## src/rtl/t09_pwm_dac.sv

```systemverilog
// t09_pwm_dac: prescaled N-bit PWM DAC output stage with a one-deep sample buffer.
// Define T09_PWM_DAC_DEADBAND_EN to add a complementary pwm_out_n leg with a DB-cycle deadband.
module t09_pwm_dac #(
   parameter int N   = 8,
   parameter int DIV = 4
`ifdef T09_PWM_DAC_DEADBAND_EN
   ,
   parameter int DB  = 2
`endif
) (
   input  logic         clk,
   input  logic         nRst,
   input  logic         en,
   input  logic [N-1:0] sample_in,
   input  logic         sample_valid,
   output logic         sample_ready,
   output logic         at_max,
   output logic         pwm_out,
`ifdef T09_PWM_DAC_DEADBAND_EN
   output logic         pwm_out_n,
`endif
   output logic         underrun,
   output logic [N-1:0] duty
);
   localparam int PW = (DIV > 1) ? $clog2(DIV) : 1;
   localparam logic [PW-1:0] PRE_LAST = PW'(DIV - 1);

   logic [PW-1:0] prescaler;
   logic [N-1:0]  pwm_count;
   logic [N-1:0]  pending;
   logic          pending_full;
   logic          tick;
   logic          boundary;
   logic          wr;
   logic          cmp;

   assign tick         = en && (prescaler == PRE_LAST);
   assign boundary     = tick && (pwm_count == '1);
   assign sample_ready = ~pending_full;
   assign wr           = sample_valid && !pending_full;
   assign cmp          = en && (pwm_count < duty);

   always_ff @(posedge clk or negedge nRst) begin
      if (!nRst) begin
         prescaler    <= '0;
         pwm_count    <= '0;
         pending      <= '0;
         pending_full <= 1'b0;
         duty         <= '0;
         at_max       <= 1'b0;
         underrun     <= 1'b0;
      end else begin
         if (en) prescaler <= tick ? '0 : prescaler + 1'b1;
         if (tick) pwm_count <= pwm_count + 1'b1;
         at_max <= boundary;
         // A write landing on an empty-buffer boundary still counts as an underrun;
         // the new sample waits in pending for the next boundary.
         if (boundary) begin
            if (pending_full) begin
               duty         <= pending;
               pending_full <= 1'b0;
            end else begin
               underrun <= 1'b1;
            end
         end
         if (wr) begin
            pending      <= sample_in;
            pending_full <= 1'b1;
         end
      end
   end

`ifdef T09_PWM_DAC_DEADBAND_EN
   localparam int RW = $clog2(DB + 1) + 1;

   logic          cmp_last;
   logic [RW-1:0] run_len;
   logic [RW-1:0] run_now;

   function automatic logic [RW-1:0] sat_inc(input logic [RW-1:0] v);
      return (v >= RW'(DB)) ? RW'(DB) : v + 1'b1;
   endfunction

   // run_now counts consecutive cycles (including this one) the compare has held its value.
   assign run_now = (cmp == cmp_last) ? sat_inc(run_len) : RW'(1);

   always_ff @(posedge clk or negedge nRst) begin
      if (!nRst) begin
         cmp_last  <= 1'b0;
         run_len   <= '0;
         pwm_out   <= 1'b0;
         pwm_out_n <= 1'b0;
      end else begin
         cmp_last  <= cmp;
         run_len   <= run_now;
         pwm_out   <= cmp && (run_now >= RW'(DB));
         pwm_out_n <= !cmp && (run_now >= RW'(DB));
      end
   end
`else
   always_ff @(posedge clk or negedge nRst) begin
      if (!nRst) pwm_out <= 1'b0;
      else       pwm_out <= cmp;
   end
`endif

endmodule

```

## config.mk

```make
export PLATFORM = sky130hd
export DESIGN_NAME = t09_pwm_dac
export DESIGN_NICKNAME = d
export VERILOG_FILES = /design/src/rtl/t09_pwm_dac.sv
export SDC_FILE = /design/constraint.sdc
export NUM_CORES = 1
export LEC_CHECK = 0
export ABC_AREA = 0
export ABC_CLOCK_PERIOD_IN_PS = 1610
export CAP_MARGIN = 5
export CORE_MARGIN = 1.5
export CORE_UTILIZATION = 40
export CTS_CLUSTER_DIAMETER = 60
export DETAILED_ROUTE_END_ITERATION = 8
export GPL_ROUTABILITY_DRIVEN = 0
export PLACE_DENSITY = 0.66
export SLEW_MARGIN = 10
export SYNTH_ARGS = -nofsm -noshare
export SYNTH_HDL_FRONTEND = slang
export SYNTH_SLANG_ARGS = --single-unit
```

## constraint.sdc

```tcl
create_clock -name clk -period 1.61 [get_ports clk]
set_input_delay 0.2415 -clock clk [delete_from_list [all_inputs] [get_ports clk]]
set_output_delay 0.2415 -clock clk [all_outputs]
set_load 0.01 [all_outputs]
```

Word level (Yosys, flattened, before mapping)
Cells that the tools add are included.
Widths: inputs -> output; s select.
- $add $sub $neg: 2
- $lt $le $gt $ge: 1
- equal/unequal tests: 2
- mux-type cells: 3
- bitwise logic cells: 1
- reduce and logical (&&, ||, !) cells: 8
- operators by type and width (operator ; count):
    $add 8x1->8 const B ; 1
    $eq 8x8->1 const B ; 1
    $lt 8x8->1 ; 1
    $logic_and 1x1->1 ; 4
    $reduce_and 2->1 ; 2
    $add 2x1->2 const B ; 1
    $eq 2x2->1 const B ; 1
    $mux 1 ; 2
    $mux 2 ; 1
    $reduce_bool 2->1 ; 1
    $logic_not 1->1 ; 1
    $not 1->1 ; 1
- register bits after elaboration: 30
- input bits: 12
- output and inout port bits: 12
- word-level logic and storage cells: 25

Depth between registers and ports, before layout
Gate-level depths: netlist of the first run.
- depth after elaboration: 5
- gate-level depth with buffers: 5
- depth with buffers taken out: 5

Worst setup path before layout of the first run
Ideal clock, no wire load.
- path type: register to register
- start: register pwm_count[0]
- end: register duty[0]
- arrival time: 1.435 ns
- required time: 1.485 ns
- slack: 0.051 ns
- cell stages (with the launch flop): 5
- path buffers: 0
- clock period less this slack: 1.559 ns
- path through: dfrtp_1 ha_1 nand4_4 nor3_4 mux2_2
- cells in the longest elaborated chain, start to end: 3
- RTL lines (item ; RTL line ; RTL):
    from (decl) ; 29 ; logic [N-1:0] pwm_count;
    from (signal assigned) ; 54 ; if (tick) pwm_count <= pwm_count + 1'b1;
    $eq 8x8->1 ; 38 ; assign boundary = tick && (pwm_count == '1);
    $logic_and 1x1->1 ; 38 ;
    $reduce_and 2->1 (no source line) ; -- ;
    to (signal assigned) ; 60 ; duty <= pending;
    to (decl) ; 23 ; output logic [N-1:0] duty
Every way passes these cells.
A chain may end at the register's enable or synchronous reset.

Worst setup path in the final report of the first run
- start: register prescaler[0]
- end: register duty[0]
- cells in the longest elaborated chain, start to end: 4
- RTL lines (item ; RTL line ; RTL):
    from (decl) ; 28 ; logic [PW-1:0] prescaler;
    from (signal assigned) ; 53 ; if (en) prescaler <= tick ? '0 : prescaler + 1'b1;
    $eq 2x2->1 ; 37 ; assign tick = en && (prescaler == PRE_LAST);
    $logic_and 1x1->1 ; 37 ;
    $logic_and 1x1->1 ; 38 ;
    $reduce_and 2->1 (no source line) ; -- ;
Every way passes these cells.

==> summary.md, run 1 <==
| Metric | Value |
|---|---|
| Pwr per Cell Area | 1000 nW/um2 |
| Compound-Gate Fraction of Synth Area | 4.21% |
| Final instance area | 1790 um2 |
| Maximum VDD drop | 0.462 mV |
| Layout cell share with drive strength beyond 1 | between 20% and 30% |
| Clock Path Buffers | 2 |
| Skew-Pair Late Insertion Delay | 320 ps |
| Register area share after synthesis | 54.9% |
| Final Hold Slack | 300 ps |
| Reg area | between 700 and 800 um2 |
| CP bufs+invs | 1 |
| Worst slew pin tran | roughly 370 ps |
| N_diodes | 0 |
| Gr ovfl total | 0 |
| Worst slack at placement | -133 ps |
| Most frequent cells in the layout | 30 x dfrtp_1, 22 x clkdlybuf4s50_1, 18 x mux2_2, 10 x inv_1 |
| DPL Wire Length | roughly 1800 um |
| IO buf count | 23 |
| DR vias/cell | 4.83 |
| Starting density of the core | 41.3% |
| Leakage | approximately 0.85 nW |
| Vias | 904 |
| CTS Buf Count | 5 |
| Combinational family with the most area after synthesis | multiplexers |
| Fmax | 655 MHz |
| Final count of hold timing violations | 0 |
| Setup WS post-layout | 83.5 ps |
| Post-route ant nets | 0 |
| Final period util | between 90% and 100% |
| Reg2Reg Setup Slack | 80 ps |
| Detailed Routing Iterations Pass 1 | 3 |
| Row count | 21 |
| Inst Count DP | 181 |
| Vias in the first global route | 921 |
| Worst Setup Path Type | reg -> reg |
| Final setup viols | 0 |
| Gate Count Post-Synth | 103 |
| RR Startpoint | prescaler[0]$_DFFE_PN0P_ |
| Power consumption | 0.00180 W |
| Synth warn | 0 |
| Largest area contributor in the netlist | dfrtp_1 |
| Max Clock Skew | 6.85 ps |
| CTS tree | yes |
| Proportion of synthesized area in mux cells | around 16% |
| Ranking of synthesized cells by area | dfrtp_1 55%, mux2_2 15%, ha_1 8.2% |
| Clock transition at the registers of the reported paths | 80 ps |
| Number of hold buffers added after CTS | 0 |
| Status | finished clean |
| Netlist cell types | 26 |
| Initial antenna violation count | 0 |
| Commonest non-fill, non-tap cell in the layout | dfrtp_1 |
| Max incr delay on CP | ~370 ps |
| Reg2reg path depth | 5 |
| GRT Util Overall | 15.4% |
| CP Data Arrival Time | 1730 ps |
| Die Span Y | around 60 um |
| Core area | 3310 um2 |
| CP top delay family | flip-flops |
| Post-cts gate resize count | 0 |
| Syn avg cell area | roughly 13 um2 |
| Crit. End Element | register |
| RSZ-0062 raised after global routing | no |
| Syn nets | 124 |
| Global-route wire length before repair | between 4000 and 5000 um |
| CP Cell Sequence | ha_1 > nand4_4 > nor3_4 > buf_12 > mux2_2 |
| Multi-input combinational cell area | between 500 and 600 um2 |
| Synth Area in Adders | slightly above 8% |
| Finished Layout Cells | 187 |
| Slew headroom | 75.1% |
| Worst path slowest cell | dfrtp_1 |
| Reg-to-reg endpoint | duty[0]$_DFFE_PN0P_ |
| Required time worst endpoint | 1820 ps |
| Detailed-route DRC error count | 0 |
| Fillers | 324 |
| Max-slew violation count | 0 |
| DRT iter0 DRCs | 34 |
| Clk sink count | 30 |
| Setup bufs post-CTS | 0 |
| Startpoint Class | register |
| Chip width | 61.4 um |
| Worst hold path class | in -> async |
| Final min period | 1530 ps |
| Share of Yosys cell area claimed by the top area cell type | 54.9% |
| Die area | 3780 um2 |
| Largest net degree at the start of global routing | 31 |
| Num ports | 24 |
| Synthesized area | 1370 um2 |
| Drt total wl | 2400 um |
| Placed Area | 1740 um2 |
| Final layout net count | 163 |
| Post-Synth XOR/XNOR Area | between 4 and 5% |
| Simple-Gate Fraction of Synth Area | 9.52% |
| Maxcap violations | 0 |
| Area delta synth->final | 31.1% |
| H-tree depth | 2 |
| Crit Path Max Fanout | 9 |
| Clock root buffer | clkbuf_4 |
| WL per Instance | between 10 and 15 um |
| Synthesized flop and latch total | 30 |
## per-stage QoR
step	setup TNS, ps	utilization [%]
2_1_floorplan	0	-
3_3_place_gp	-944	52.5
3_5_place_dp	-1080	52.5
4_1_cts	0	54.0
5_1_grt	0	54.1
6_report	0	54.1
## sequential cells by signal, indices dropped and copies added (netlist names)
name / cells
underrun: 1
prescaler: 2
pwm_count: 8
at_max: 1
pwm_out: 1
duty: 8
pending: 8
pending_full: 1
## kinds of logic (layout without fill, tap and decap cells)
kind of cell	count (synthesis)	in the layout
DFF	30	30
and+or+nand+nor	20	20
adders and majority gates	9	9
AOI/OAI and AO/OA	7	7
muxes	19	19
buffers and inverters	11	49
xor gates and xnor gates	7	7
## synthesized netlist by cell type
cell / number
a211oi_1: 1
or2b_1: 2
nand2_1: 2
dfrtp_1: 30
xnor2_1: 4
and3_1: 1
nor2b_1: 1
a221oi_1: 1
o211ai_1: 1
nor3_1: 1
mux2i_1: 1
xor2_1: 3
nor3b_1: 1
inv_1: 10
nor4_1: 1
nand3_1: 4
clkbuf_1: 1
o21ai_0: 1
a21o_1: 1
o2111a_1: 1
mux2_2: 18
nand4_4: 1
nor3_4: 1
ha_1: 9
a41o_1: 1
nor2_1: 5
## metal layers
metal	vias up	GRT usage, %	wire [um]
li1	442	-	-
met1	434	17.6	1040
met2	23	25.5	1160
met3	5	5.67	137
met4	0	7.29	53
met5	-	0	0
## final cells by class
| type | count | share of cell area [%] |
|---|---|---|
| clock buffer | 6 | 2.86 |
| multi-input combinational | 62 | 32.1 |
| timing repair buffer | 33 | 17.9 |
| sequential | 30 | 41.9 |
| tap | 46 | 3.21 |
| inverter | 10 | 2.09 |
## how the worst max path moves through the flow
stage	start	endpoint	depth (start not counted)
finish	prescaler[0]$_DFFE_PN0P_	duty[0]$_DFFE_PN0P_	5
detailed placement	en	duty[5]$_DFFE_PN0P_	5
floorplan	pwm_count[0]$_DFFE_PN0P_	duty[0]$_DFFE_PN0P_	4
global placement	en	duty[6]$_DFFE_PN0P_	5
CTS	pending_full$_DFFE_PN0P_	sample_ready	2
global route	prescaler[0]$_DFFE_PN0P_	duty[0]$_DFFE_PN0P_	5
## power breakdown
group	internal, W	leakage (nW)	switching [W]
registers	0.000860	0.381	0.0000910
clock network	0.000196	0.0302	0.000226
logic	0.000240	0.442	0.000186
total	0.00130	0.853	0.000503
Power figures use the tool's default switching activity.
==> inputs of run 2 (changes only) <==
==> constraint.sdc (replaced) <==
create_clock -name clk -period 1.61 [get_ports clk]
set_input_delay 0.483 -clock clk [delete_from_list [all_inputs] [get_ports clk]]
set_output_delay 0.483 -clock clk [all_outputs]
set_load 0.01 [all_outputs]
==> run 2 against run 1 <==
Routed wire length decreased by 3.0%. Count of clock-buffer cells in the layout increased by 2. Worst setup slack got worse by 42 ps. Power increased by 6.3%. Flip-flop and latch count unchanged. Die area unchanged. Worst hold slack improved by 170 ps. Non-clock buffer count increased by 1. Critical path type is now in -> reg. Largest power group unchanged. Highest routed layer unchanged.
==> summary.md, run 2 (synthesis results as in run 1) <==
| Metric | Value |
|---|---|
| Status | finished clean (unchanged) |
| Worst path slowest cell | clkdlybuf4s50_1 (was dfrtp_1) |
| Placed Area | 1750 um2 (was 1740 um2) |
| Max incr delay on CP | 520 ps (was 370 ps) |
| Drt total wl | 2330 um (was 2400 um) |
| Leakage | 0.916 nW (was 0.853 nW) |
| Multi-input combinational cell area | 574 um2 (unchanged) |
| Skew-Pair Late Insertion Delay | 320 ps (about the same) |
| Final min period | 1570 ps (was 1530 ps) |
| Slew headroom | 79.2% (was 75.1%) |
| Reg2reg path depth | 5 (unchanged) |
| Worst slew pin tran | 312 ps (was 374 ps) |
| CP Cell Sequence | clkdlybuf4s50_1 > nand4_4 > nor3_4 > buf_12 > mux2_2 (was ha_1 > nand4_4 > nor3_4 > buf_12 > mux2_2) |
| Final setup viols | 0 (unchanged) |
| Setup WS post-layout | 41.9 ps (was 83.5 ps) |
| Startpoint Class | input port (was register) |
| Core area | 3310 um2 (unchanged) |
| Maximum VDD drop | 0.562 mV (was 0.462 mV) |
| Crit Path Max Fanout | 9 (unchanged) |
| CP bufs+invs | 2 (was 1) |
| DRT iter0 DRCs | 18 (was 34) |
| Biggest registers after layout | duty x8, pending x8, pwm_count x8 (unchanged) |
| Die area | 3780 um2 (unchanged) |
| GRT Util Overall | 15.4% (about the same) |
| Commonest non-fill, non-tap cell in the layout | dfrtp_1 (unchanged) |
| Clock root buffer | clkbuf_4 (unchanged) |
| Core Util, Final | 55.0% (was 54.1%) |
| Worst Setup Path Type | in -> reg (was reg -> reg) |
| Global-route wire length before repair | 4040 um (about the same) |
| DPL Wire Length | 1750 um (was 1810 um) |
| Starting density of the core | 41.3% (unchanged) |
| Gr ovfl total | 0 (unchanged) |
| Worst slack at placement | -372 ps (was -133 ps) |
| Crit. End Element | register (unchanged) |
| CTS tree | yes (unchanged) |
| Largest net degree at the start of global routing | 31 (unchanged) |
| Vias in the first global route | 935 (was 921) |
| WL per Instance | 12.2 um (was 12.8 um) |
| RSZ-0062 raised after global routing | no (unchanged) |
| IO buf count | 23 (unchanged) |
| Initial antenna violation count | 0 (unchanged) |
| Post-route ant nets | 0 (unchanged) |
| Fillers | 304 (was 324) |
| CTS Buf Count | 5 (unchanged) |
| Chip width | 61.4 um (unchanged) |
| Max-slew violation count | 0 (unchanged) |
| Area delta synth->final | 33.3% (was 31.1%) |
| Reg area | 751 um2 (unchanged) |
| Num ports | 24 (unchanged) |
| Detailed-route DRC error count | 0 (unchanged) |
| N_diodes | 0 (unchanged) |
| Layout cell share with drive strength beyond 1 | 27.1% (was 25.5%) |
| Final count of hold timing violations | 0 (unchanged) |
| Maxcap violations | 0 (unchanged) |
| Clock Path Buffers | 2 (unchanged) |
| Most frequent cells in the layout | 30 x dfrtp_1, 18 x mux2_2, 12 x dlygate4sd2_1, 11 x clkdlybuf4s50_1, 10 x inv_1 (was 30 x dfrtp_1, 22 x clkdlybuf4s50_1, 18 x mux2_2, 10 x inv_1) |
| H-tree depth | 2 (unchanged) |
| Vias | 898 (was 904) |
| Fmax | 638 MHz (was 655 MHz) |
| Finished Layout Cells | 190 (was 187) |
| Inst Count DP | 181 (unchanged) |
| Number of hold buffers added after CTS | 0 (unchanged) |
| Worst hold path class | reg -> reg (was in -> async) |
| Row count | 21 (unchanged) |
| Hold path depth | 1 |
| Max Clock Skew | 9.95 ps (was 6.85 ps) |
| Die Span Y | 61.4 um (unchanged) |
| Required time worst endpoint | 1820 ps (about the same) |
| CP top delay family | buffers and inverters (was flip-flops) |
| CP Data Arrival Time | 1770 ps (was 1730 ps) |
| Clock transition at the registers of the reported paths | 90 ps (was 80 ps) |
| Clk sink count | 30 (unchanged) |
| Final period util | 97.4% (was 94.8%) |
| Pwr per Cell Area | 1050 nW/um2 (was 1000 nW/um2) |
| CP Depth | 5 (unchanged) |
| Detailed Routing Iterations Pass 1 | 3 (unchanged) |
| Final instance area | 1820 um2 (was 1790 um2) |
| DR vias/cell | 4.73 (was 4.83) |
| Final layout net count | 164 (was 163) |
## run 2: metal layers
layer | global-route usage, % | wire (um) | up-vias
li1 | - | - | 442
met4 | 6.38 | 31 | 0
met1 | 17.6 | 1070 | 428
met3 | 7.14 | 126 | 4
met2 | 24.9 | 1100 | 24
met5 | 0 | 0 | -
## run 2: final cells by class
| class | instances | share of cell area (%) |
|---|---|---|
| flip-flops and latches | 30 | 41.2 |
| multi-input cells | 62 | 31.5 |
| repair buffers | 34 | 17.7 |
| clock buffers | 8 | 4.33 |
| well taps | 46 | 3.16 |
| inverters | 10 | 2.06 |
## run 2: path summary, 6_finish.rpt
| kind | startpoint | to | slack (ps) |
|---|---|---|---|
| max | en | duty[5]$_DFFE_PN0P_ | 40 |
| min | underrun$_DFFE_PN0P_ | underrun$_DFFE_PN0P_ | 470 |
| max reg2reg | duty[3]$_DFFE_PN0P_ | pwm_out$_DFF_PN0_ | 40 |
| min reg2reg | underrun$_DFFE_PN0P_ | underrun$_DFFE_PN0P_ | 470 |
| max in group asynchronous | nRst | duty[4]$_DFFE_PN0P_ | 920 |
| min in group asynchronous | nRst | pending_full$_DFFE_PN0P_ | 520 |
## run 2: repair_timing
item,CTS,global route
endpoints found under the setup margin,20,0
setup buffers,1,0
hold endpoints to repair,0,0
gates resized for setup,12,0
## run 2: worst reg2reg max path, cell delays in order, from the launching register on
cell	delay [ps]
dfrtp_1	370
inv_1	50
ha_1	300
a211oi_1	220
o21ai_0	140
a221oi_1	370
## run 2: power breakdown
part | internal (W) | leakage (nW) | switching, W | total (W)
logic | 0.000241 | 0.491 | 0.000185 | 0.000427
registers | 0.000860 | 0.381 | 0.0000891 | 0.000949
clock network | 0.000298 | 0.0446 | 0.000239 | 0.000537
total | 0.00140 | 0.916 | 0.000514 | 0.00191
## run 2: through the flow
| stage | hold slack [ps] | power (W) | setup TNS [ps] |
|---|---|---|---|
| 6_report | 468 | 0.00191 | 0 |
| 5_1_grt | 504 | 0.00207 | 0 |
| 4_1_cts | 472 | 0.00195 | 0 |
| 3_5_place_dp | 455 | 0.00140 | -5800 |
| 3_3_place_gp | 451 | 0.00137 | -5290 |
| 2_1_floorplan | 187 | 0.00120 | 0 |
==> inputs of run 3 (changes only) <==
--- a/config.mk
+++ b/config.mk
@@ -5,7 +5,6 @@
 export SDC_FILE = /design/constraint.sdc
 export NUM_CORES = 1
 export LEC_CHECK = 0
-export ABC_AREA = 0
 export ABC_CLOCK_PERIOD_IN_PS = 1610
 export CAP_MARGIN = 5
 export CORE_MARGIN = 1.5
==> results of run 3 <==
Final layout, timing and power as in run 2 (identical DEF).
